===== config.mk =====
export PLATFORM = sky130hd
export DESIGN_NAME = id_ex_pipe_reg
export DESIGN_NICKNAME = d
export VERILOG_FILES = /design/src/rtl/id_ex_pipe_reg.sv
export SDC_FILE = /design/constraint.sdc
export NUM_CORES = 1
export LEC_CHECK = 0
export CAP_MARGIN = 5
export CORE_ASPECT_RATIO = 1.1
export CORE_MARGIN = 3
export CORE_UTILIZATION = 42
export DETAILED_ROUTE_END_ITERATION = 7
export HOLD_SLACK_MARGIN = 0.12
export PLACE_DENSITY = 0.81
export SETUP_SLACK_MARGIN = 0.5
export SLEW_MARGIN = 40
export SYNTH_ARGS = -nofsm -noshare
export SYNTH_HDL_FRONTEND = slang
export SYNTH_SLANG_ARGS = --single-unit

===== constraint.sdc =====
create_clock -name clk -period 2.6 [get_ports clk]
set_input_delay 0.52 -clock clk [delete_from_list [all_inputs] [get_ports clk]]
set_output_delay 0.52 -clock clk [all_outputs]
set_load 0.005 [all_outputs]

===== src/rtl/id_ex_pipe_reg.sv =====
// id_ex_pipe_reg: ID->EX pipeline register of the 5-stage core.
// It captures the operands, immediate, PC and decoded control of the instruction in ID,
// and presents them to EX one cycle later. It also detects load-use hazards against the
// instruction in EX, and applies branch flush and downstream hold.
// Optional feature: define ID_EX_PERF_EN to get a load-use bubble counter on bubble_cnt_o.
`timescale 1ns/1ps

module id_ex_pipe_reg #(
  parameter int XLEN    = 32,
  parameter int RADDR_W = 5,
  parameter int ALUOP_W = 4,
  parameter int PERF_W  = 32
) (
  input  logic                 clk,
  input  logic                 rst_n,
  input  logic                 id_valid_i,
  input  logic [XLEN-1:0]      id_pc_i,
  input  logic [RADDR_W-1:0]   id_rs1_i,
  input  logic [RADDR_W-1:0]   id_rs2_i,
  input  logic                 id_use_rs1_i,
  input  logic                 id_use_rs2_i,
  input  logic [RADDR_W-1:0]   id_rd_i,
  input  logic [XLEN-1:0]      id_rdata1_i,
  input  logic [XLEN-1:0]      id_rdata2_i,
  input  logic [XLEN-1:0]      id_imm_i,
  input  logic [7+ALUOP_W-1:0] id_ctrl_i,
  input  logic                 flush_i,
  input  logic                 ex_hold_i,
  output logic                 ex_valid_o,
  output logic [XLEN-1:0]      ex_pc_o,
  output logic [XLEN-1:0]      ex_rdata1_o,
  output logic [XLEN-1:0]      ex_rdata2_o,
  output logic [XLEN-1:0]      ex_imm_o,
  output logic [RADDR_W-1:0]   ex_rs1_o,
  output logic [RADDR_W-1:0]   ex_rs2_o,
  output logic [RADDR_W-1:0]   ex_rd_o,
  output logic [7+ALUOP_W-1:0] ex_ctrl_o,
  output logic                 id_stall_o,
  output logic [PERF_W-1:0]    bubble_cnt_o
);

  localparam int CTRL_W      = 7 + ALUOP_W;
  // Control layout is {regwrite,memread,memwrite,memtoreg,alusrc,branch,jump,aluop}
  localparam int MEMREAD_BIT = CTRL_W - 2;

  // What the EX register does on the next edge, in priority order
  typedef enum logic [1:0] {
    UPD_LOAD   = 2'd0,
    UPD_FLUSH  = 2'd1,
    UPD_HOLD   = 2'd2,
    UPD_BUBBLE = 2'd3
  } upd_e;

  logic rs1_hit;
  logic rs2_hit;
  logic hazard;
  upd_e upd;

  // Load-use detection: a load in EX whose rd feeds a source the ID instruction actually reads
  always_comb begin
    rs1_hit = id_use_rs1_i && (id_rs1_i == ex_rd_o);
    rs2_hit = id_use_rs2_i && (id_rs2_i == ex_rd_o);
    hazard  = id_valid_i && ex_valid_o && ex_ctrl_o[MEMREAD_BIT] &&
              (ex_rd_o != '0) && (rs1_hit || rs2_hit);
  end

  // Choose the update action; flush beats hold, hold beats hazard
  always_comb begin
    upd = UPD_LOAD;
    if (flush_i) begin
      upd = UPD_FLUSH;
    end else if (ex_hold_i) begin
      upd = UPD_HOLD;
    end else if (hazard) begin
      upd = UPD_BUBBLE;
    end
  end

  assign id_stall_o = (upd == UPD_HOLD) || (upd == UPD_BUBBLE);

  // EX register: load, freeze, or replace with a fully zeroed bubble
  always_ff @(posedge clk or negedge rst_n) begin
    if (!rst_n) begin
      ex_valid_o  <= 1'b0;
      ex_pc_o     <= '0;
      ex_rdata1_o <= '0;
      ex_rdata2_o <= '0;
      ex_imm_o    <= '0;
      ex_rs1_o    <= '0;
      ex_rs2_o    <= '0;
      ex_rd_o     <= '0;
      ex_ctrl_o   <= '0;
    end else begin
      case (upd)
        UPD_FLUSH, UPD_BUBBLE: begin
          ex_valid_o  <= 1'b0;
          ex_pc_o     <= '0;
          ex_rdata1_o <= '0;
          ex_rdata2_o <= '0;
          ex_imm_o    <= '0;
          ex_rs1_o    <= '0;
          ex_rs2_o    <= '0;
          ex_rd_o     <= '0;
          ex_ctrl_o   <= '0;
        end
        UPD_LOAD: begin
          ex_valid_o  <= id_valid_i;
          ex_pc_o     <= id_pc_i;
          ex_rdata1_o <= id_rdata1_i;
          ex_rdata2_o <= id_rdata2_i;
          ex_imm_o    <= id_imm_i;
          ex_rs1_o    <= id_rs1_i;
          ex_rs2_o    <= id_rs2_i;
          ex_rd_o     <= id_rd_i;
          ex_ctrl_o   <= id_valid_i ? id_ctrl_i : {CTRL_W{1'b0}};
        end
        default: begin
        end
      endcase
    end
  end

`ifdef ID_EX_PERF_EN
  logic [PERF_W-1:0] bubble_cnt;

  // Count only the bubbles injected for load-use, not flushes or holds
  always_ff @(posedge clk or negedge rst_n) begin
    if (!rst_n) begin
      bubble_cnt <= '0;
    end else if (upd == UPD_BUBBLE) begin
      bubble_cnt <= bubble_cnt + PERF_W'(1);
    end
  end

  assign bubble_cnt_o = bubble_cnt;
`else
  assign bubble_cnt_o = '0;
`endif

endmodule


==> results of run 1 <==
## final cells by class
type                       count  area [um2]  area share, %
timing repair buffer         352        3660           31.5
clock buffer                  19         443           3.80
tap                          234         293           2.51
multi-input combinational    526        3210           27.5
sequential                   155        3880           33.3
clock inverter                12         164           1.41
## layer usage
| metal | vias up | part of all wire, % |
|---|---|---|
| met3 | 51 | 9.2 |
| met2 | 354 | 49 |
| met4 | 0 | 3.2 |
| met5 | - | 0 |
| met1 | 3625 | 39 |
| li1 | 3403 | - |
## how the worst min path moves through the flow
stage | to | from
after global routing | ex_pc_o[21]$_DFFE_PN0P_ | ex_pc_o[21]$_DFFE_PN0P_
after CTS | ex_pc_o[2]$_DFFE_PN0P_ | ex_pc_o[2]$_DFFE_PN0P_
after global placement | ex_imm_o[29]$_DFFE_PN0P_ | ex_imm_o[29]$_DFFE_PN0P_
after floorplan | ex_ctrl_o[0]$_DFFE_PN0P_ | rst_n
final | ex_imm_o[4]$_DFFE_PN0P_ | ex_imm_o[4]$_DFFE_PN0P_
after detailed placement | ex_rdata2_o[14]$_DFFE_PN0P_ | ex_rdata2_o[14]$_DFFE_PN0P_
## Yosys cell counts, types with 2 or more instances
cell type  count
a32oi_1      128
nor3b_1       21
o21ai_1       43
buf_4         48
clkbuf_1      60
nand4_1        2
nor2_1         2
nand2_1      142
xnor2_1       10
o21ai_0       85
a21o_1        22
clkbuf_2       3
a22o_1        21
o221ai_1       6
buf_2          5
dfrtp_1      155
nand3_1        6
## registers in the layout, summed over array words and instances, names as in the netlist
signal	cells
ex_pc_o	32
ex_rs2_o	5
ex_valid_o	1
ex_rdata2_o	32
ex_imm_o	32
ex_rd_o	5
ex_rs1_o	5
ex_ctrl_o	11
ex_rdata1_o	32
## cell usage in the layout (no fill, tap or decap), types with 2 or more instances in the layout
cell             count
buf_4               17
nor3b_1             21
clkbuf_16           19
o21ai_0             85
xnor2_1             10
buf_12              12
a32oi_1            128
dfrtp_1            154
a21o_1              22
o221ai_1             6
clkinv_4             2
o21ai_1             43
nand3_1              6
inv_6                3
conb_1              32
buf_16               2
nand2_1            142
bufinv_16            3
nand4_1              2
buf_6                3
a22o_1              21
clkinvlp_4           4
clkdlybuf4s50_1    314
## kinds of logic after synthesis
| family | count (synthesis) |
|---|---|
| AO/OA/AOI/OAI | 308 |
| AND/OR/NAND/NOR | 176 |
| flip-flops | 155 |
| buffers and inverters | 117 |
| XOR/XNOR | 10 |
| other | 1 |
## power breakdown
part           internal, uW  switching, uW
clock network          1540           1040
logic                   847            596
registers              2640            140
## metrics by stage
stage               area [um2]  utilization [%]  setup slack (ns)  setup TNS (ns)  instances
finish                   11700             67.2             0.169               0       1298
global route             11700             67.2            0.0872               0       1298
CTS                      11600             66.7             0.128               0       1294
detailed placement       10900             62.9            -0.145          -0.218       1260
global placement         10900             62.9            -0.139          -0.139       1260
floorplan                 7680                -             0.508               0        798
## worst register-to-register path, cell delays in order, from the launching register on
cell and delay, ns:
dfrtp_1 0.38, or4_4 0.56, o2111ai_4 0.21, buf_4 0.27, buf_16 0.25, a32oi_1 0.19, o21ai_0 0.11
## timing repair
item | CTS | global route
hold buffers | 1 | 0
pin swaps | 3 | 1
gates resized for setup | 9 | 8
gates cloned | 1 | 4
setup buffers | 1 | 0
endpoints found under the hold margin | 49 | 0
setup endpoints to repair | 156 | 157
==> results.cfg, run 1 <==
[timing]
slew_violations = 0
period_share_pct = 93.5
fmax_ghz = 0.411
min_period_ns = 2.43
relSlewSlack_pct = 51.2
whs_ns = 0.495
finalHoldViolCount = 0
fin_worst_skew_ns = 0.0127
tightest_slew_ns = 0.732
rsz0062_at_grt = yes
setup_violations = 0

[floorplanning]
io_pins = 349
die_w_um = 134
start_util_pct = 43.6
die_h_um = 147
dieArea_um2 = 19600
rows = 50
core_um2 = 17300

[layout]
drive_gt1_share_pct = 6.95
syn_to_final_growth_pct = 54.1
nets = 1213
diodes = 0
nFillCells = 1366

[pwr]
leakage_uw = 0.00471
power_uw = 6810
pwr_density_cell_nw_per_um2 = 584
vdd_drop_max_uv = 397

[worst_setup_path]
path_class = reg -> out
crit_cells = 5
crit_start = ex_rd_o[2]$_DFFE_PN0P_
rr_endpoint = ex_rdata1_o[27]$_DFFE_PN0P_
reg2reg_from = ex_rd_o[2]$_DFFE_PN0P_
crit_required_ns = 2.08
slowest_delay_ns = 0.56
critPathCaptureType = output port
startpoint_type = register
cp_data_arrival_time_ns = 1.91
crit_chain = or4_4 -> o2111ai_4 -> nor2_2 -> a21o_1 -> buf_2
worstRegToRegCells = 6
critPathTopFamily = simple AND/OR/NAND/NOR gates
cp_slowest_cell = or4_4
crit_path_end = id_stall_o
crit_fanout = 2
crit_buf_inv = 1
rrSetupSlack_ns = 0.56

[place]
numPortBuffers = 316
hpwl_um = 16000
gp_congestion = 0.814

[global_routing]
grt_pass1_vias = 7383
grt_pass1_wl_um = 39600
gr-total-overflow = 0
antenna_found_initial = 0
met3_usage_pct = 9.35
track_usage_pct = 24.8
use_met1_pct = 30.4
grt-busiest-layer = met2
gr-usage-met2_pct = 39.9
grt_max_degree = 150

[run_status]
status = complete, no violations

[synth]
synth_top_area_share_pct = 51.3
synth-xor-area-share_pct = 1.16
syn_area_um2 = 7560
yosys.area_share.simple_pct = 10.1
synth_edf_count = 0
synthMuxAreaShare_pct = 0
synth.largest_area_cell = dfrtp_1
ys_seq_area_share_pct = 51.3
synth_top_family_by_area = compound AO/OA/AOI/OAI gates
ys_warn_count = 0
synth_flop_cell = dfrtp_1
ys_top_cells_by_area = dfrtp_1, a32oi_1, nand2_1, o21ai_0, buf_4
syn_area_per_cell_um2 = 9.86
ys_types = 25
synth_compound_area_share_pct = 29.1
synth_seq_cells = 155
syn_inst = 767
synthArstFlopShare_pct = 100
synthAdderAreaFrac_pct = 0

[drt]
drtIter0Drc = 524
post_drt_via_cell_ratio = 5.73
ant_nets = 0
first_pass_iters = 5
wl_per_cell_um = 19.9
drc = 0
wirelength_um = 25900
vias = 7433

[clock_tree]
cts_buffers = 17
clock_path_buffers = 2
h-tree-depth = 4
cts_tree = done
cts-root-buf = clkbuf_16
clkSinkCount = 155
cts.clk_slew.worst_paths_ns = 0.07
clk_latency_ns = 0.42

[hold_path]
hold_class = reg -> reg
holdPathStages = 2

[run]
maxCapViolations = 0
No activity file was read; power rests on OpenSTA's default activity.
==> inputs of run 2 (changes only) <==
--- a/config.mk
+++ b/config.mk
@@ -10,6 +10,7 @@
 export CORE_MARGIN = 3
 export CORE_UTILIZATION = 42
 export DETAILED_ROUTE_END_ITERATION = 7
+export GPL_ROUTABILITY_DRIVEN = 1
 export HOLD_SLACK_MARGIN = 0.12
 export PLACE_DENSITY = 0.81
 export SETUP_SLACK_MARGIN = 0.5
==> results of run 2 <==
Same layout as run 1: the final DEF is identical, and so are final timing and power.
==> inputs of run 3 (changes only) <==
--- a/config.mk
+++ b/config.mk
@@ -5,7 +5,6 @@
 export SDC_FILE = /design/constraint.sdc
 export NUM_CORES = 1
 export LEC_CHECK = 0
-export CAP_MARGIN = 5
 export CORE_ASPECT_RATIO = 1.1
 export CORE_MARGIN = 3
 export CORE_UTILIZATION = 42
==> results of run 3 <==
Same layout as run 1: the final DEF is identical, and so are final timing and power.
